## config.mk

```make
export PLATFORM = sky130hd
export DESIGN_NAME = serial_paralelo_rx
export DESIGN_NICKNAME = d
export VERILOG_FILES = /design/src/rtl/serial_paralelo_rx_pkg.sv /design/src/rtl/serial_paralelo_rx_rx_byte_framer.sv /design/src/rtl/serial_paralelo_rx.sv
export SDC_FILE = /design/constraint.sdc
export NUM_CORES = 1
export LEC_CHECK = 0
export BUFFER_PORTS_ARGS = -buffer_cell sky130_fd_sc_hd__buf_2
export CAP_MARGIN = 20
export CORE_MARGIN = 2
export CORE_UTILIZATION = 30
export CTS_CLUSTER_DIAMETER = 200
export CTS_CLUSTER_SIZE = 10
export DETAILED_ROUTE_END_ITERATION = 16
export PLACE_DENSITY = 0.57
export SYNTH_ARGS = -nofsm -noshare
export SYNTH_HDL_FRONTEND = slang
export SYNTH_SLANG_ARGS = --single-unit
```

## constraint.sdc

```tcl
create_clock -name clk_32f -period 3.2 [get_ports clk_32f]
set_clock_uncertainty 0.1 [all_clocks]
set_input_delay 0.32 -clock clk_32f [delete_from_list [all_inputs] [get_ports clk_32f]]
set_output_delay 0.32 -clock clk_32f [all_outputs]
set_load 0.1 [all_outputs]
```

## src/rtl/serial_paralelo_rx_pkg.sv

```systemverilog
// Shared constants for the per-lane receive deserializer: COM symbol, lock depth
// and the state encoding used by serial_paralelo_rx.
package serial_paralelo_rx_pkg;

    typedef logic [1:0] rx_state_t;

    localparam logic [7:0] COM_SYMBOL_DEF = 8'hBC;
    localparam int         BC_LOCK_DEF    = 4;

    localparam rx_state_t ST_SEARCH  = 2'd0;
    localparam rx_state_t ST_LOCKING = 2'd1;
    localparam rx_state_t ST_ACTIVE  = 2'd2;

endpackage

```

## src/rtl/serial_paralelo_rx_rx_byte_framer.sv

```systemverilog
// Serial-to-byte framer: MSB-first shift register plus a wrapping bit counter
// whose phase can be forced back to zero when a new byte alignment is found.
module rx_byte_framer (
    input  logic       clk_32f,
    input  logic       reset,
    input  logic       i_data_in,
    input  logic       i_realign,
    output logic [7:0] o_cand,
    output logic       o_boundary
);

    logic [7:0] r_shift;
    logic [2:0] r_bit_cnt;

    // cand includes the bit being sampled this edge, so a full byte is visible on its LSB edge
    assign o_cand     = {r_shift[6:0], i_data_in};
    assign o_boundary = (r_bit_cnt == 3'd7);

    always_ff @(posedge clk_32f or negedge reset) begin
        if (!reset) begin
            r_shift   <= 8'h00;
            r_bit_cnt <= 3'd0;
        end else begin
            r_shift   <= o_cand;
            r_bit_cnt <= i_realign ? 3'd0 : r_bit_cnt + 3'd1;
        end
    end

endmodule

```

## src/rtl/serial_paralelo_rx.sv

```systemverilog
// Per-lane receive deserializer: hunts for COM alignment, locks, then emits bytes.
// Optional macro SP_RX_IDLE_CNT_EN adds a saturating idle_count output.
module serial_paralelo_rx
    import serial_paralelo_rx_pkg::*;
#(
    parameter logic [7:0] COM_SYMBOL = COM_SYMBOL_DEF,
    parameter int         BC_LOCK    = BC_LOCK_DEF
) (
    input  logic        clk_32f,
    input  logic        reset,
    input  logic        data_in,
    output logic [7:0]  data_out,
    output logic        valid_out,
    output logic        active
`ifdef SP_RX_IDLE_CNT_EN
    ,
    output logic [15:0] idle_count
`endif
);

    localparam logic [2:0] LP_BC_LOCK = 3'(BC_LOCK);

    rx_state_t  r_state;
    logic [2:0] r_bc_cnt;
    logic [7:0] r_data_out;
    logic       r_valid_out;

    logic [7:0] w_cand;
    logic       w_boundary;
    logic       w_is_com;
    logic       w_realign;

    assign w_is_com  = (w_cand == COM_SYMBOL);
    assign w_realign = (r_state == ST_SEARCH) && w_is_com;

    rx_byte_framer u_framer (
        .clk_32f    (clk_32f),
        .reset      (reset),
        .i_data_in  (data_in),
        .i_realign  (w_realign),
        .o_cand     (w_cand),
        .o_boundary (w_boundary)
    );

    always_ff @(posedge clk_32f or negedge reset) begin
        if (!reset) begin
            r_state     <= ST_SEARCH;
            r_bc_cnt    <= 3'd0;
            r_data_out  <= 8'h00;
            r_valid_out <= 1'b0;
        end else begin
            case (r_state)
                ST_SEARCH: begin
                    if (w_is_com) begin
                        r_bc_cnt <= 3'd1;
                        r_state  <= (LP_BC_LOCK == 3'd1) ? ST_ACTIVE : ST_LOCKING;
                    end
                end
                ST_LOCKING: begin
                    if (w_boundary) begin
                        if (w_is_com) begin
                            r_bc_cnt <= r_bc_cnt + 3'd1;
                            if (r_bc_cnt + 3'd1 == LP_BC_LOCK) begin
                                r_state <= ST_ACTIVE;
                            end
                        end else begin
                            r_bc_cnt <= 3'd0;
                            r_state  <= ST_SEARCH;
                        end
                    end
                end
                ST_ACTIVE: begin
                    // Idle COMs drop valid but leave the last real byte on data_out
                    if (w_boundary) begin
                        if (w_is_com) begin
                            r_valid_out <= 1'b0;
                        end else begin
                            r_data_out  <= w_cand;
                            r_valid_out <= 1'b1;
                        end
                    end
                end
                default: begin
                    r_state <= ST_SEARCH;
                end
            endcase
        end
    end

    assign data_out  = r_data_out;
    assign valid_out = r_valid_out;
    assign active    = (r_state == ST_ACTIVE);

`ifdef SP_RX_IDLE_CNT_EN
    logic [15:0] r_idle_count;

    always_ff @(posedge clk_32f or negedge reset) begin
        if (!reset) begin
            r_idle_count <= 16'h0000;
        end else if ((r_state == ST_ACTIVE) && w_boundary && w_is_com
                     && (r_idle_count != 16'hFFFF)) begin
            r_idle_count <= r_idle_count + 16'd1;
        end
    end

    assign idle_count = r_idle_count;
`endif

endmodule

```

# [After elaboration in Yosys (flattened, before gate mapping)]
# Cells that the tools add are included.
[word_totals] output_inout_bits=10 inputBits=3 regBits=24
[classes] eq_ne=8 n_reduce_logical=7 n_addsub=2 n_mux=11 bitwise_logic=2
[ops] operator="$mux W3" count=4
[ops] operator="$eq A8 B8 Y1 const B" count=1
[ops] operator="$mux W2" count=4
[ops] operator="$add A3 B1 Y3 const B" count=2
[ops] operator="$eq A3 B3 Y1 const B" count=2
[ops] operator="$pmux W2 S3" count=1
[ops] operator="$pmux W3 S2" count=1
[ops] operator="$reduce_and A3 Y1" count=2
[ops] operator="$reduce_and A4 Y1" count=1
[ops] operator="$ne A3 B3 Y1 const B" count=1
[ops] operator="$eq A2 B1 Y1 const B" count=1
[ops] operator="$eq A2 B2 Y1 const B" count=1
[ops] operator="$logic_not A2 Y1" count=1
[ops] operator="$ne A2 B1 Y1 const B" count=1
[ops] operator="$ne A2 B2 Y1 const B" count=1
[ops] operator="$not A1 Y1" count=2
[ops] operator="$reduce_and A2 Y1" count=1
[ops] operator="$reduce_bool A2 Y1" count=1
[ops] operator="$logic_and A1 B1 Y1" count=1
[ops] operator="$mux W1" count=1

# [Longest topological paths before layout]
# Gate-level depths: netlist of run 1.
[depth] word_depth=6 mapped_depth=5 ltp_nobuf=5

# [Modules after synthesis]
# A second synthesis of run 1 with hierarchy kept.
[hier_totals] cells_unflattened=75 hier_area_um2=1008.5
[modules_own_cells] module="serial_paralelo_rx" instances=1 seq_area_each_um2=350.3 cells_per_inst=59 area_per_inst_um2=709.4
[modules_own_cells] module="rx_byte_framer" instances=1 seq_area_each_um2=250.2 cells_per_inst=16 area_per_inst_um2=299.0

# [Worst setup path before layout of run 1]
# Ideal clock, no wire load.
[synth_path] kind="register to register" start="register r_state[1]" end="register r_state[1]" path_slack_ns=0.779 path_stages_with_launch=4 required_time_ns=3.022 path_buffers=1 arrival_ns=2.242 synth_period_minus_slack_ns=2.421 cell_sequence="dfrtp_1 > clkbuf_1 > nor2b_1 > o21bai_1"
[synth_between] elab_chain_cells=3 word_cells_on_any_way=9
[synth_rtl] element="from (decl)" line_no="serial_paralelo_rx.sv:23" rtl="rx_state_t r_state;"
[synth_rtl] element="from (signal assigned)" line_no="serial_paralelo_rx.sv:56" rtl="r_state <= (LP_BC_LOCK == 3'd1) ? ST_ACTIVE : ST_LOCKING;"
[synth_rtl] element="$eq A2 B2 Y1 (*)"
[synth_rtl] element="named net active" line_no="serial_paralelo_rx.sv:14" rtl="output logic active"
[synth_rtl] element="$not A1 Y1 (no line)"
[synth_rtl] element="$reduce_and A4 Y1 (no line)"
# Mark *: on every way through the listed nets, which the timed path passes. The rest lies on a longest branch.
# A chain may end at the register's enable or synchronous reset.

# [Worst setup path after layout of run 1]
[layout_path] start="register r_state[1]" end="output active"
[layout_between] elab_chain_cells=1
[layout_rtl] element="$eq A2 B2 Y1" line_no="serial_paralelo_rx.sv:92" rtl="assign active = (r_state == ST_ACTIVE);"
[layout_rtl] element="to (decl)" line_no="serial_paralelo_rx.sv:14"
# No other way between the ends.

==> results of run 1 <==
area by class of cell:
| cell class | instances | area [um^2] | share of cell area |
|---|---|---|---|
| Sequential cell | 24 | 601 | 0.502 |
| Tap cell | 46 | 57.6 | 0.0481 |
| Multi-Input combinational cell | 50 | 415 | 0.347 |
| Clock buffer | 3 | 22.5 | 0.0188 |
| Clock inverter | 1 | 30.0 | 0.0251 |
| Timing Repair Buffer | 13 | 70.1 | 0.0586 |
worst register-to-register path: stages, from the launching register on:
cell,delay (ps)
dfrtp_1,380
ha_1,150
ha_1,230
nand3b_1,160
a21oi_4,300
mux2_2,380
Yosys cell counts:
cell type	number	share of area
o2111ai_1	1	0.0085
nor4bb_1	1	0.0097
and4bb_2	1	0.012
and4b_2	1	0.011
a31oi_1	1	0.0060
o21ai_0	4	0.019
a21o_2	1	0.0085
nor2_1	2	0.0073
nor3_1	1	0.0048
o21bai_1	1	0.0073
ha_1	4	0.048
a2bb2oi_1	1	0.0085
clkbuf_1	2	0.0073
buf_6	1	0.011
dfrtp_1	24	0.58
nand2b_1	1	0.0060
a21o_1	1	0.0073
a311o_1	1	0.0097
a21oi_4	1	0.016
nand4b_1	1	0.0085
nand3b_1	1	0.0073
xor2_1	1	0.0085
nand4bb_1	1	0.011
nand3_1	2	0.0097
mux2_2	8	0.087
o31a_1	2	0.017
nand4_1	2	0.012
nand2_1	1	0.0036
nor2b_1	6	0.036
and2_1	1	0.0060
a21oi_1	1	0.0048
metal layers:
metal,GRT usage,up-vias,part of all wire,wire length (um)
li1,-,309,-,-
met1,0.157,315,0.51,926
met2,0.153,11,0.45,813
met3,0.0378,2,0.033,60
met4,0.0167,0,0.0066,12
met5,0,-,0,0
power by group:
part	internal (mW)	switching, mW	total (mW)
clock network	0.127	0.0952	0.222
registers	0.326	0.0173	0.343
logic	0.0269	0.0276	0.0545
what timing repair did:
action | in CTS | in global routing
endpoints found under the hold margin | 24 | 0
resized for setup | 0 | 0
endpoints found under the setup margin | 0 | 0
hold buffers | 1 | 0
state kept, by name, summed over array words and instances, names as in the netlist:
signal              flops
data_out                8
u_framer.r_shift        7
r_bc_cnt                3
u_framer.r_bit_cnt      3
r_state                 2
valid_out               1
cell families (layout without fill, tap and decap cells):
family,after synthesis,count (layout),synth area share
flops,24,24,0.580
compound gates,15,15,0.112
buf+inv,3,17,0.0181
simple gates,22,22,0.145
fa+ha+maj,4,4,0.0484
mux,8,8,0.0871
xor+xnor,1,1,0.00847
per-stage QoR:
stage / power (mW) / cells / instance area, um^2 / util / hold slack [ps]
6_report: 0.619 / 137 / 1200 / 0.358 / 32.3
5_1_grt: 0.651 / 137 / 1200 / 0.358 / 22.1
4_1_cts: 0.627 / 137 / 1200 / 0.358 / 29.5
3_5_place_dp: 0.404 / 132 / 1130 / 0.340 / 235
3_3_place_gp: 0.401 / 132 / 1130 / 0.340 / 226
2_1_floorplan: 0.385 / 77 / 1030 / - / -75.6
worst max path at each step:
stage / endpoint / depth (start not counted)
final: active / 2
after global routing: active / 2
after detailed placement: data_out[6]$_DFFE_PN0P_ / 5
after CTS: active / 2
after floorplan: r_state[1]$_DFFE_PN0P_ / 3
after global placement: data_out[0]$_DFFE_PN0P_ / 5
==> impl_metrics.toml, run 1 <==
[critical_path]
cp_data_arrival_time_ps = 1520
r2r-end = "data_out[6]$_DFFE_PN0P_"
cp_slowest_stage_delay_ps = 550
timing_worst_setup_path_type = "flop to output port"
startpoint = "r_state[1]$_DFFE_PN0P_"
slowest_stage = "dfrtp_1"
path_buf_inv = 1
endpoint_kind = "output port"
regToRegSetupSlack_ps = 1400
cp-start-kind = "flop"
rr_startpoint = "u_framer.r_bit_cnt[0]$_DFF_PN0_"
cp_max_fo = 11
cpLargestDelayFamily = "flip-flops"
cp_data_required_time_ps = 2780
rr_worst_depth = 5
crit_chain = "nor2b_1 -> buf_2"

[timing]
maxSlewHeadroom = 0.646
tightest_slew_ps = 531
timing_hold_violations_final = 0
setup_ws_ps = 1260
finalSetupTns_ps = 0
max_freq_mhz = 515
finalMaxSlewViolations = 0
setup_viol = 0
rsz0062_at_grt = "no"
period_share = 0.606
fin_crit_ps = 1940

[clock_tree]
cts_tree = "built"
htreeDepth = 1
clk_latency_ps = 320
tritoncts.num_buffers = 3
cts_buffer_depth = 2
cts-root-buf = "clkbuf_4"
clk_pin_slew_ps = 140
clock_sinks = 24
cts_setup_buffers = 0

[grt]
grt_pass1_vias = 649
grt-ovfl-total = 0
track_usage = 0.107
grt_antenna_before_repair = 0
grt_pass1_wl_um = 3310
grt_max_degree = 25

[die]
fp-row-count = 21
core_area_mm2 = 0.00334
die_width_um = 62.7
ioPinCount = 13
fp.dieH_um = 62.7
dieArea_mm2 = 0.00394
start_util = 0.310

[hold_path]
hold_path.class = "input port to flop"
min_path_cells = 1
whs_endpoint = "u_framer.r_shift[0]$_DFF_PN0_"
min_from = "data_in"

[cells_and_area]
finalNetCount = 99
drive_above_1_share = 0.308
diodes = 0
fillCellCount = 335
area_growth_pct = 15.6
final_common_cell = "dfrtp_1"
final_cell_mix = "dfrtp_1 (24), buf_2 (12), mux2_2 (8)"

[place]
preCtsSetupSlack_ps = 1410
dp_hpwl_um = 1290
portBuffers = 12
routabilityCongestion = 0.750

[detailed_routing]
vias = 637
wl_per_cell_um = 13.2
remaining_drc_errors = 0
routed_via_density = 4.65
routed_wl_um = 1810
dr.pass1.iters = 4
final_antenna_net_count = 0
drtIter0Drc = 59

[run]
cap_violations = 0

[synthesis]
postSynthCellCount = 77
synth_fp_nets = 84
synth_seq_cells = 24
ys_types = 31
syn_area_mm2 = 0.00103
avgSynthCellArea_um2 = 13.4
ys_warn_count = 0
yosysSeqAreaShare = 0.580

[power_and_ir_drop]
ir_drop_mv = 0.325
leakage_nw = 0.571
cellPowerDensity_mw_per_mm2 = 518

[run_status]
status = "completed"
(Power assumes the default switching activity.)
==> run 2: changes to the inputs <==
==> constraint.sdc (replaced) <==
create_clock -name clk_32f -period 2 [get_ports clk_32f]
set_clock_uncertainty 0.1 [all_clocks]
set_input_delay 0.2 -clock clk_32f [delete_from_list [all_inputs] [get_ports clk_32f]]
set_output_delay 0.2 -clock clk_32f [all_outputs]
set_load 0.1 [all_outputs]
==> run 2 against run 1 <==
  * Register-to-register slack got worse by 1200 ps
  * Setup slack worse by 1100 ps
  * Utilization up 0.60 points
  * Sequential cell count unchanged
  * Largest power group unchanged
==> impl_metrics.toml, run 2 (same netlist as run 1, synthesis figures left out) <==
[timing]
setup_viol = 0
fin_crit_ps = 1820
rsz0062_at_grt = "no"
maxSlewHeadroom = 0.651
max_freq_mhz = 548
finalMaxSlewViolations = 0
timing_hold_violations_final = 0
tightest_slew_ps = 524
finalSetupTns_ps = 0
period_share = 0.912

[power_and_ir_drop]
cellPowerDensity_mw_per_mm2 = 813
ir_drop_mv = 0.433
leakage_nw = 0.580

[grt]
grt_antenna_before_repair = 0
grt_pass1_wl_um = 3280
grt-ovfl-total = 0
track_usage = 0.105
grt_pass1_vias = 679
grt_max_degree = 25

[cells_and_area]
area_growth_pct = 17.5
final_common_cell = "dfrtp_1"
instances_no_fill = 139
diodes = 0
drive_above_1_share = 0.323
finalNetCount = 101
final_cell_mix = "dfrtp_1 (24), buf_2 (12), mux2_2 (8)"
largest_register_ffs = 8

[place]
routabilityCongestion = 0.723
portBuffers = 12
dp_hpwl_um = 1290
dp_cells = 133

[clock_tree]
cts-root-buf = "clkbuf_4"
clock_sinks = 24
tritoncts.num_buffers = 3
cts_buffer_depth = 2
htreeDepth = 1
clk_pin_slew_ps = 140
clk_latency_ps = 320
cts_tree = "built"
post_cts_resized = 0

[die]
core_area_mm2 = 0.00334
start_util = 0.310
ioPinCount = 13
dieArea_mm2 = 0.00394
fp-row-count = 21
die_width_um = 62.7
fp.dieH_um = 62.7

[critical_path]
cpLargestDelayFamily = "flip-flops"
cp_max_fo = 11
timing_worst_setup_path_type = "flop to output port"
cp_slowest_stage_delay_ps = 560
endpoint_kind = "output port"
path_buf_inv = 1
crit_chain = "nor2b_2 -> buf_2"
cp_data_required_time_ps = 1700
cp_data_arrival_time_ps = 1520
slowest_stage = "dfrtp_1"
cp-start-kind = "flop"

[run_status]
status = "completed"

[detailed_routing]
remaining_drc_errors = 0
wl_per_cell_um = 13.2
routed_via_density = 4.93
final_antenna_net_count = 0
vias = 685
dr.pass1.iters = 4
routed_wl_um = 1840
drtIter0Drc = 16

[hold_path]
hold_path.class = "input port to async pin"

[run]
cap_violations = 0
==> run 2: cell count changes in the layout (fill, tap and decap cells not counted) <==
| cell | previous run | this run |
|---|---|---|
| nor2b_1 | 6 | 5 |
| dlygate4sd3_1 | 1 | 2 |
| buf_4 | 0 | 1 |
| nor2b_2 | 0 | 1 |
==> run 2: repair_timing <==
action | in CTS | in global routing
setup buffers | 0 | 0
hold buffers | 2 | 0
hold endpoints to repair | 25 | 0
==> run 2: layout make-up <==
| cell class | count | area, um^2 |
|---|---|---|
| tap | 46 | 57.6 |
| fill | 346 | 2120 |
| clock inverter | 1 | 30.0 |
| timing repair buffer | 15 | 87.6 |
| sequential | 24 | 601 |
| multi-input combinational | 50 | 418 |
| clock buffer | 3 | 22.5 |
==> run 2: worst paths after layout <==
check                           cells past startpoint                       endpoint  slack, ps                             from
worst max-delay path                                2                         active        180           r_state[1]$_DFFE_PN0P_
max in group asynchronous                           2  u_framer.r_shift[1]$_DFF_PN0_       1170                            reset
min in group clk_32f                                0  u_framer.r_shift[6]$_DFF_PN0_        330    u_framer.r_shift[5]$_DFF_PN0_
worst min register to register                      0  u_framer.r_shift[6]$_DFF_PN0_        330    u_framer.r_shift[5]$_DFF_PN0_
worst max register to register                      5        data_out[4]$_DFFE_PN0P_        180  u_framer.r_bit_cnt[0]$_DFF_PN0_
worst min-delay path                                2        r_bc_cnt[2]$_DFFE_PN0P_        280                            reset
==> run 2: through the flow <==
stage / util / instance area (um^2) / hold slack (ps) / power [mW] / setup WS [ps]
after detailed placement: 0.343 / 1140 / 109 / 0.648 / 195
final: 0.364 / 1220 / 277 / 0.989 / 177
after global routing: 0.364 / 1220 / 313 / 1.04 / 77.9
after CTS: 0.364 / 1220 / 299 / 1.01 / 168
after floorplan: - / 1040 / -196 / 0.616 / 137
after global placement: 0.343 / 1140 / 103 / 0.646 / 246
==> run 2: layer usage <==
| layer | part of all wire | wire length (um) | GRT usage |
|---|---|---|---|
| met5 | 0 | 0 | 0 |
| met3 | 0.041 | 75 | 0.0216 |
| met4 | 0.016 | 30 | 0.0500 |
| met2 | 0.48 | 891 | 0.160 |
| met1 | 0.46 | 843 | 0.144 |
==> run 2: power by group <==
| group | leakage (nW) | switching, mW | internal (mW) | total, mW |
|---|---|---|---|---|
| Sequential | 0.307 | 0.0210 | 0.521 | 0.542 |
| Clock | 0.0279 | 0.149 | 0.203 | 0.351 |
| Combinational | 0.246 | 0.0497 | 0.0457 | 0.0953 |
